File: src/rtl/seg7_scan_ctrl.sv
// Time-multiplexed 7-segment scanner. Each digit gets a blanking gap and then a drive window.
// Digits are written to a shadow buffer and published to the active buffer only at frame boundaries.
module seg7_scan_ctrl #(
  parameter int unsigned NUM_DIGITS   = 4,
  parameter int unsigned DWELL_CYCLES = 100000,
  parameter int unsigned BLANK_CYCLES = 1000,
  parameter bit          ACTIVE_LOW   = 1'b1
) (
  input  logic       clk_i,
  input  logic       rst_i,
  input  logic       enable_i,
  input  logic       wr_en_i,
  input  logic [1:0] wr_idx_i,
  input  logic [4:0] wr_data_i,
  input  logic       wr_dp_i,
  input  logic       commit_i,
  output logic       commit_pending_o,
  output logic [3:0] an_o,
  output logic [6:0] seg_o,
  output logic       dp_o,
  output logic       frame_tick_o
);

  typedef enum logic [1:0] {S_OFF, S_BLANK, S_DRIVE} state_e;

  typedef struct packed {
    logic       blank;
    logic [3:0] hex;
    logic       dp;
  } digit_t;

  localparam digit_t      DIGIT_BLANK = '{blank: 1'b1, hex: 4'h0, dp: 1'b0};
  localparam logic [19:0] BLANK_LAST  = 20'(BLANK_CYCLES - 1);
  localparam logic [19:0] DWELL_LAST  = 20'(DWELL_CYCLES - 1);
  localparam logic [1:0]  IDX_LAST    = 2'(NUM_DIGITS - 1);
  localparam logic [3:0]  AN_OFF      = {4{ACTIVE_LOW}};
  localparam logic [6:0]  SEG_OFF     = {7{ACTIVE_LOW}};

  state_e      state_q, state_d;
  logic [1:0]  idx_q, idx_d;
  logic [19:0] cnt_q, cnt_d;
  logic        commit_pending_q, commit_pending_d;
  logic [3:0]  an_q, an_d;
  logic [6:0]  seg_q, seg_d;
  logic        dp_q, dp_d;
  logic        frame_tick_q, frame_tick_d;
  digit_t      shadow_q [4];
  digit_t      active_q [4];

  logic        frame_end;
  logic        apply;
  logic        drive;
  logic        wr_ok;
  digit_t      sel;

  // High-true gfedcba pattern; the output polarity is applied afterwards.
  function automatic logic [6:0] hex_to_seg(input logic [3:0] hex);
    logic [6:0] s;
    case (hex)
      4'h0: s = 7'h3F;
      4'h1: s = 7'h06;
      4'h2: s = 7'h5B;
      4'h3: s = 7'h4F;
      4'h4: s = 7'h66;
      4'h5: s = 7'h6D;
      4'h6: s = 7'h7D;
      4'h7: s = 7'h07;
      4'h8: s = 7'h7F;
      4'h9: s = 7'h6F;
      4'hA: s = 7'h77;
      4'hB: s = 7'h7C;
      4'hC: s = 7'h39;
      4'hD: s = 7'h5E;
      4'hE: s = 7'h79;
      default: s = 7'h71;
    endcase
    return s;
  endfunction

  // NOTE: every variable gets a default before the case so no latch is inferred.
  always_comb begin
    state_d   = state_q;
    idx_d     = idx_q;
    cnt_d     = cnt_q + 20'd1;
    frame_end = 1'b0;
    case (state_q)
      S_OFF: begin
        cnt_d = '0;
        idx_d = '0;
        if (enable_i) state_d = S_BLANK;
      end
      S_BLANK: begin
        if (cnt_q == BLANK_LAST) begin
          state_d = S_DRIVE;
          cnt_d   = '0;
        end
      end
      S_DRIVE: begin
        if (cnt_q == DWELL_LAST) begin
          state_d = S_BLANK;
          cnt_d   = '0;
          if (idx_q == IDX_LAST) begin
            idx_d     = '0;
            frame_end = 1'b1;
          end else begin
            idx_d = idx_q + 2'd1;
          end
        end
      end
      default: begin
        state_d = S_OFF;
        cnt_d   = '0;
        idx_d   = '0;
      end
    endcase

    if (!enable_i) begin
      state_d   = S_OFF;
      idx_d     = '0;
      cnt_d     = '0;
      frame_end = 1'b0;
    end

    // A commit sampled on the boundary edge itself stays pending for the next boundary.
    apply            = commit_pending_q && (frame_end || state_q == S_OFF);
    commit_pending_d = commit_i || (commit_pending_q && !apply);

    // Outputs are computed from the next state so the registers line up with the state.
    drive        = (state_d == S_DRIVE);
    sel          = active_q[idx_d];
    an_d         = (drive ? (4'b0001 << idx_d) : 4'b0000) ^ AN_OFF;
    seg_d        = ((drive && !sel.blank) ? hex_to_seg(sel.hex) : 7'h00) ^ SEG_OFF;
    dp_d         = (drive && sel.dp) ^ ACTIVE_LOW;
    frame_tick_d = drive && (idx_d == IDX_LAST) && (cnt_d == DWELL_LAST);

    wr_ok = ({30'b0, wr_idx_i} < NUM_DIGITS);
  end

  // NOTE: the digit buffers are reset because the display must come up blank, not with stale contents.
  always_ff @(posedge clk_i) begin
    if (rst_i) begin
      state_q          <= S_OFF;
      idx_q            <= '0;
      cnt_q            <= '0;
      commit_pending_q <= 1'b0;
      an_q             <= AN_OFF;
      seg_q            <= SEG_OFF;
      dp_q             <= ACTIVE_LOW;
      frame_tick_q     <= 1'b0;
      for (int i = 0; i < 4; i++) begin
        shadow_q[i] <= DIGIT_BLANK;
        active_q[i] <= DIGIT_BLANK;
      end
    end else begin
      state_q          <= state_d;
      idx_q            <= idx_d;
      cnt_q            <= cnt_d;
      commit_pending_q <= commit_pending_d;
      an_q             <= an_d;
      seg_q            <= seg_d;
      dp_q             <= dp_d;
      frame_tick_q     <= frame_tick_d;
      if (wr_en_i && wr_ok)
        shadow_q[wr_idx_i] <= '{blank: wr_data_i[4], hex: wr_data_i[3:0], dp: wr_dp_i};
      // NOTE: non-blocking update means a same-cycle write is not seen by this copy.
      if (apply)
        active_q <= shadow_q;
    end
  end

  assign commit_pending_o = commit_pending_q;
  assign an_o             = an_q;
  assign seg_o            = seg_q;
  assign dp_o             = dp_q;
  assign frame_tick_o     = frame_tick_q;

endmodule

File: config.mk
export PLATFORM = sky130hd
export DESIGN_NAME = seg7_scan_ctrl
export DESIGN_NICKNAME = d
export VERILOG_FILES = /design/src/rtl/seg7_scan_ctrl.sv
export SDC_FILE = /design/constraint.sdc
export NUM_CORES = 1
export LEC_CHECK = 0
export CORE_ASPECT_RATIO = 0.7
export CORE_MARGIN = 2
export CORE_UTILIZATION = 60
export CTS_CLUSTER_DIAMETER = 30
export DETAILED_ROUTE_END_ITERATION = 6
export PLACE_DENSITY = 0.89
export SYNTH_ARGS = -nofsm -noshare
export SYNTH_HDL_FRONTEND = slang
export SYNTH_SLANG_ARGS = --single-unit
File: constraint.sdc
create_clock -name clk_i -period 4.9 [get_ports clk_i]
set_clock_uncertainty 0.2 [all_clocks]
set_input_delay 0.49 -clock clk_i [delete_from_list [all_inputs] [get_ports clk_i]]
set_output_delay 0.49 -clock clk_i [all_outputs]
set_load 0.01 [all_outputs]
==> flow_metrics.tcl, run 1 <==
set metrics [dict create \
    status "finished, final reports clean" \
    drive_gt1_share_pct 7.56 \
    rr_worst_depth 11 \
    cp-start-kind "flip-flop" \
    setup_violations 0 \
    netlist_instances 452 \
    fillCellCount 445 \
    num_vias 3401 \
    grt_max_degree 55 \
    coreArea_um2 6310 \
    met1_usage_pct 37.4 \
    drt_iter0_markers 302 \
    syn_nets 474 \
    drt_wl_total_mm 9.12 \
    clock_path_buffers 2 \
    cts_setup_buffers 0 \
    synth_ff_type "dfxtp_1" \
    regToRegStartpoint "cnt_q[10]" \
    initial_core_util_pct 62.9 \
    clock_sinks 86 \
    hold_depth 2 \
    p_leak_nw 1.70 \
    cts.clk_slew.worst_paths_ns 0.10 \
    drcViolationCount 0 \
    routedWlPerCell_um 16.5 \
    synth.distinct_cells 61 \
    rr_endpoint "seg_o[3]" \
    yosys-top-cells-count "86 x dfxtp_1, 70 x nand2_1, 54 x nor2_1" \
    rsz0062_at_grt "false" \
    synth_top_cell_area_share_pct 43.4 \
    drv_slew 0 \
    worstSetupEndpointType "flip-flop" \
    globalRoute.busiestLayer "met2" \
    cts_inserted_buffers 9 \
    worst_hold_startpoint "shadow_q[9]" \
    syn_avg_cell_area_um2 8.78 \
    vias_per_cell 6.14 \
    grt_antenna_before_repair 0 \
    critical_path_required_ns 4.91 \
    nets 493 \
    io_pins 27 \
    gp_congestion 0.887 \
    max_slew_margin_pct 39.5 \
    tritoncts "done" \
    die_y_um 72.0 \
    tns_ns 0 \
    ys_ff_latch 86 \
    htree_levels 3 \
    reg2reg_slack_ns 0.97 \
    dr.pass1.iters 5 \
    use_met3_pct 7.51 \
    ir_worst_vdd_v 0.000231 \
    fin_ws_ns 0.966 \
    worst_slew_pin_slew_ns 0.908 \
    maxCapViolCount 0 \
    root_buffer "clkbuf_8" \
    clk_latency_ns 0.38 \
    p_per_area_nw_per_um2 290 \
    hold_viol 0 \
    multi_input_area_um2 2120 \
    syn-cell-area_um2 3970 \
    diodes 0 \
    die_area_um2 7290 \
    place_hpwl_mm 6.63 \
    cts.hold.buffers_added 0 \
    ant_nets 0 \
    synth.top_cells.by_area "dfxtp_1 43%, nand2_1 6.6%, mux2i_1 6.3%" \
    final_core_util_pct 70.6 \
    ys_warn_count 0 \
    fin_crit_ns 3.93 \
    cts_resized 0 \
    hold_class "flip-flop to flip-flop" \
    hold_end "active_q[9]" \
    grt_pass1_vias 3151 \
    synth.most_common_cell "dfxtp_1" \
    synth_edf_count 0 \
    area_growth_pct 12.1 \
    post-place-ws_ns 1.17 \
    gr-usage-all-layers_pct 26.8 \
    synth_area_leader_cell "dfxtp_1" \
    met2_usage_pct 41.1 \
    grt_pass1_wl_mm 15.3 \
    die_w_um 101 \
    path_class "flip-flop to flip-flop" \
    synthArstFlopShare_pct 0 \
    cp_max_fo 11 \
    placedInstanceArea_um2 4250 \
    synth_seq_area_share_pct 43.4 \
    period_share_pct 80.3 \
    crit_arrival_ns 3.95 \
    fmax_ghz 0.254 \
    regArea_um2 1720 \
    grt_overflow_total 0 \
    io_buffer_count 26 \
    std_cell_rows 24 \
    power.total_mw 1.29 \
    final_cell_area_um2 4450 \
]
==> logic make-up (layout without fill, tap and decap cells) <==
family                   Yosys count  count (layout)  share of synthesized area, %
flip-flops                        86              86                          43.4
buffers and inverters             28              52                          3.25
XOR/XNOR                          20              20                          4.41
AO/OA/AOI/OAI                     70              70                          12.4
multiplexers                      27              27                          6.87
AND/OR/NAND/NOR                  212             212                          26.9
adder cells (fa/ha/maj)            9               9                          2.84
==> how the worst max path moves through the flow <==
stage,slack (ns),end,cells past startpoint,startpoint
after floorplan,1.70,seg_o[3],13,cnt_q[11]
after CTS,1.09,seg_o[3],11,cnt_q[10]
after global placement,1.43,seg_o[3],11,cnt_q[6]
after detailed placement,1.17,seg_o[3],11,cnt_q[10]
final,0.97,seg_o[3],11,cnt_q[10]
after global routing,0.77,seg_o[3],11,cnt_q[10]
==> report_power, final <==
| part | switching, mW | internal (mW) |
|---|---|---|
| registers | 0.00751 | 0.711 |
| logic | 0.0388 | 0.0286 |
| clock network | 0.298 | 0.206 |
| total | 0.344 | 0.945 |
==> worst max-delay path: stages, from the launching register on <==
cell and delay, ns:
dfxtp_1 0.48, nor4bb_1 0.71, and4b_1 0.36, a21oi_2 0.13
nor2_2 0.47, mux2i_1 0.21, a211oi_4 0.43, inv_1 0.17
ha_1 0.32, nand2_1 0.08, a21o_1 0.12, o2111ai_1 0.10
==> layer usage <==
layer,routed length (µm),vias to the layer above
met5,0,-
met4,157,0
met3,792,26
met2,4110,163
met1,4060,1593
li1,-,1619
==> stage by stage <==
step           hold slack [ns]  instances
2_1_floorplan            0.231        452
3_3_place_gp             0.241        538
3_5_place_dp             0.249        538
4_1_cts                  0.261        554
5_1_grt                  0.280        554
6_report                 0.261        554
==> placed cells by master (no fill, tap or decap), types with 13 or more instances in the layout <==
cell type        synthesis  layout
dfxtp_1                 86      86
xor2_1                  13      13
nand2_1                 70      70
clkdlybuf4s50_1          0      26
nor2_1                  54      54
nand3_1                 15      15
mux2i_1                 25      25
a21oi_1                 25      25
==> flip-flops by register name, summed over array words and instances, names as in the netlist <==
register and flops:
shadow_q 24, an_o 4, active_q 24, commit_pending_o 1
frame_tick_o 1, state_q 2, seg_o 7, dp_o 1
idx_q 2, cnt_q 20
==> final cells by class <==
class                      instances  area share (%)
inverter                           7           0.591
clock buffer                       9            2.78
tap                               78            2.19
sequential                        86            38.7
timing repair buffer              29            6.36
clock inverter                     7            1.77
multi-input combinational        338            47.6
Power figures use the tool's default switching activity.
==> inputs of run 2 (changes only) <==
--- a/config.mk
+++ b/config.mk
@@ -7,10 +7,10 @@
 export LEC_CHECK = 0
 export CORE_ASPECT_RATIO = 0.7
 export CORE_MARGIN = 2
-export CORE_UTILIZATION = 60
+export CORE_UTILIZATION = 53
 export CTS_CLUSTER_DIAMETER = 30
 export DETAILED_ROUTE_END_ITERATION = 6
-export PLACE_DENSITY = 0.89
+export PLACE_DENSITY = 0.84
 export SYNTH_ARGS = -nofsm -noshare
 export SYNTH_HDL_FRONTEND = slang
 export SYNTH_SLANG_ARGS = --single-unit
==> constraint.sdc (replaced) <==
create_clock -name clk_i -period 3.6 [get_ports clk_i]
set_clock_uncertainty 0.2 [all_clocks]
set_input_delay 0.36 -clock clk_i [delete_from_list [all_inputs] [get_ports clk_i]]
set_output_delay 0.36 -clock clk_i [all_outputs]
set_load 0.01 [all_outputs]
==> run 2 against run 1 <==
The run now ends with DRC left. Routed wire length fell by 2.6%. Register-to-register slack lost 0.73 ns. Sequential share of layout area shrank 0.64 points. Final cell count increased by 4.3%. Utilization shrank 8.5 points. Global-route usage shrank 3.7 points. Flip-flop and latch count stayed put. Die area grew 13%. Highest routed layer unchanged. Sequential power rose by 36%. Setup slack got worse by 0.73 ns. First-iteration DRC count down 35%. Via count down 3.3%.
==> flow_metrics.tcl, run 2 (synthesis gave the netlist of run 1 again) <==
set metrics [dict create \
    root_buffer "clkbuf_8" \
    diodes 0 \
    rr_endpoint "seg_o[3]" \
    final_core_util_pct 62.1 \
    max_slew_margin_pct 40.8 \
    maxCapViolCount 0 \
    worstSetupEndpointType "flip-flop" \
    worstSetupStartpoint "cnt_q[11]" \
    rsz0062_at_grt "false" \
    setup_violations 0 \
    drt_wl_total_mm 8.88 \
    io_buffer_count 26 \
    final_cell_area_um2 4520 \
    fmax_ghz 0.297 \
    coreArea_um2 7290 \
    num_vias 3289 \
    drcViolationCount 17 \
    gp_congestion 0.921 \
    die_area_um2 8210 \
    final_common_cell "dfxtp_1" \
    nets 497 \
    vias_per_cell 5.69 \
    worst_slew_pin_slew_ns 0.888 \
    clkPwrFrac_pct 40.3 \
    dr.pass1.iters 7 \
    drive_gt1_share_pct 8.54 \
    hold_class "flip-flop to flip-flop" \
    hold_viol 0 \
    regToRegStartpoint "cnt_q[11]" \
    mostFrequentLayoutCells "86 x dfxtp_1, 70 x nand2_1, 54 x nor2_1" \
    rr_worst_depth 11 \
    die_y_um 76.4 \
    cts_setup_buffers 0 \
    top_regs "active_q: 24 flops, shadow_q: 24 flops, cnt_q: 20 flops" \
    critical_path_required_ns 3.61 \
    die_w_um 107 \
    violations "DRC" \
    gr-usage-all-layers_pct 23.1 \
    grt_overflow_total 0 \
    fin_crit_ns 3.37 \
    power.total_mw 1.79 \
    clk_latency_ns 0.37 \
    status "finished, violations left" \
    crit_slowest_cell "or4_4" \
    tns_ns 0 \
    post-place-ws_ns 0.0997 \
    grt_pass1_vias 3047 \
    placedInstanceArea_um2 4300 \
    grt_max_degree 52 \
    drv_slew 0 \
    grt_pass1_wl_mm 14.9 \
    fin_ws_ns 0.233 \
    cts.clk_slew.worst_paths_ns 0.10 \
    ir_worst_vdd_v 0.000264 \
    intPower_mw 1.34 \
    reg2reg_slack_ns 0.23 \
    combPwrFrac_pct 5.1 \
    cp_max_fo 9 \
    ant_nets 0 \
    worstPathCellList "or4_4, nor3_4, a21oi_2, nor2_4, mux2i_1, a211oi_4, inv_1, ha_1, nand2_1, a21o_1, o2111ai_1" \
    tritoncts "done" \
    final_cells 578 \
    cp_slowest_stage_delay_ns 0.57 \
    period_share_pct 93.5 \
    seqPwrFrac_pct 54.6 \
    p_leak_nw 1.72 \
    p_sw_share_pct 25.0 \
    io_pins 27 \
    clock_path_buffers 2 \
    path_class "flip-flop to flip-flop" \
    crit_arrival_ns 3.38 \
    p_per_area_nw_per_um2 396 \
    p_sw_mw 0.448 \
    htree_levels 3 \
    initial_core_util_pct 54.5 \
    crit_end "seg_o[3]" \
    clock_sinks 86 \
    routedWlPerCell_um 15.4 \
    cts_inserted_buffers 9 \
    grt_antenna_before_repair 0 \
    cp-start-kind "flip-flop" \
    drt_iter0_markers 195 \
    area_growth_pct 14.0 \
    place_hpwl_mm 6.33 \
    std_cell_rows 26 \
    dp_cells 562 \
    holdWs_ns 0.256 \
]
## run 2: layer usage
metal / track usage [%] / vias up / share of wire, %
met5: 0 / - / 0
met4: 6.79 / 0 / 1.1
met3: 6.16 / 9 / 5.9
met2: 33.9 / 87 / 45
met1: 33.3 / 1583 / 48
li1: - / 1610 / -
## run 2: worst max-delay path, delay by kind of cell (launching register included)
| family | cells | cell delay [ns] |
|---|---|---|
| buffers and inverters | 1 | 0.16 |
| adders and majority gates | 1 | 0.32 |
| AOI/OAI and AO/OA | 4 | 0.80 |
| and+or+nand+nor | 4 | 1.20 |
| DFF | 1 | 0.39 |
| muxes | 1 | 0.16 |
## run 2: area by class of cell
cell class              instances  area [µm²]
well taps                      98         123
flip-flops and latches         86        1720
clock inverters                 7        87.6
clock buffers                   9         124
inverters                       7        26.3
multi-input cells             338        2130
repair buffers                 33         313
fillers                       626        2760
## run 2: worst min path at each step
stage / end / start / slack (ns) / cells after the start
floorplan: active_q[21] / shadow_q[21] / 0.23 / 2
global placement: active_q[4] / shadow_q[4] / 0.24 / 2
detailed placement: active_q[3] / active_q[3] / 0.25 / 2
CTS: active_q[3] / active_q[3] / 0.26 / 2
global route: active_q[18] / shadow_q[18] / 0.27 / 2
finish: active_q[18] / shadow_q[18] / 0.26 / 2
## run 2: repair_timing
action,4_1_cts,5_1_grt
hold buffers,0,0
endpoints found under the setup margin,0,6
gates resized for setup,0,2
## run 2: power groups by stage
stage,sequential (mW),clock [mW],combinational (mW)
floorplan,0.997,0,0.0585
global placement,0.999,0,0.0889
detailed placement,1.00,0,0.0914
CTS,0.978,0.737,0.0921
global route,0.980,0.781,0.102
finish,0.978,0.722,0.0922
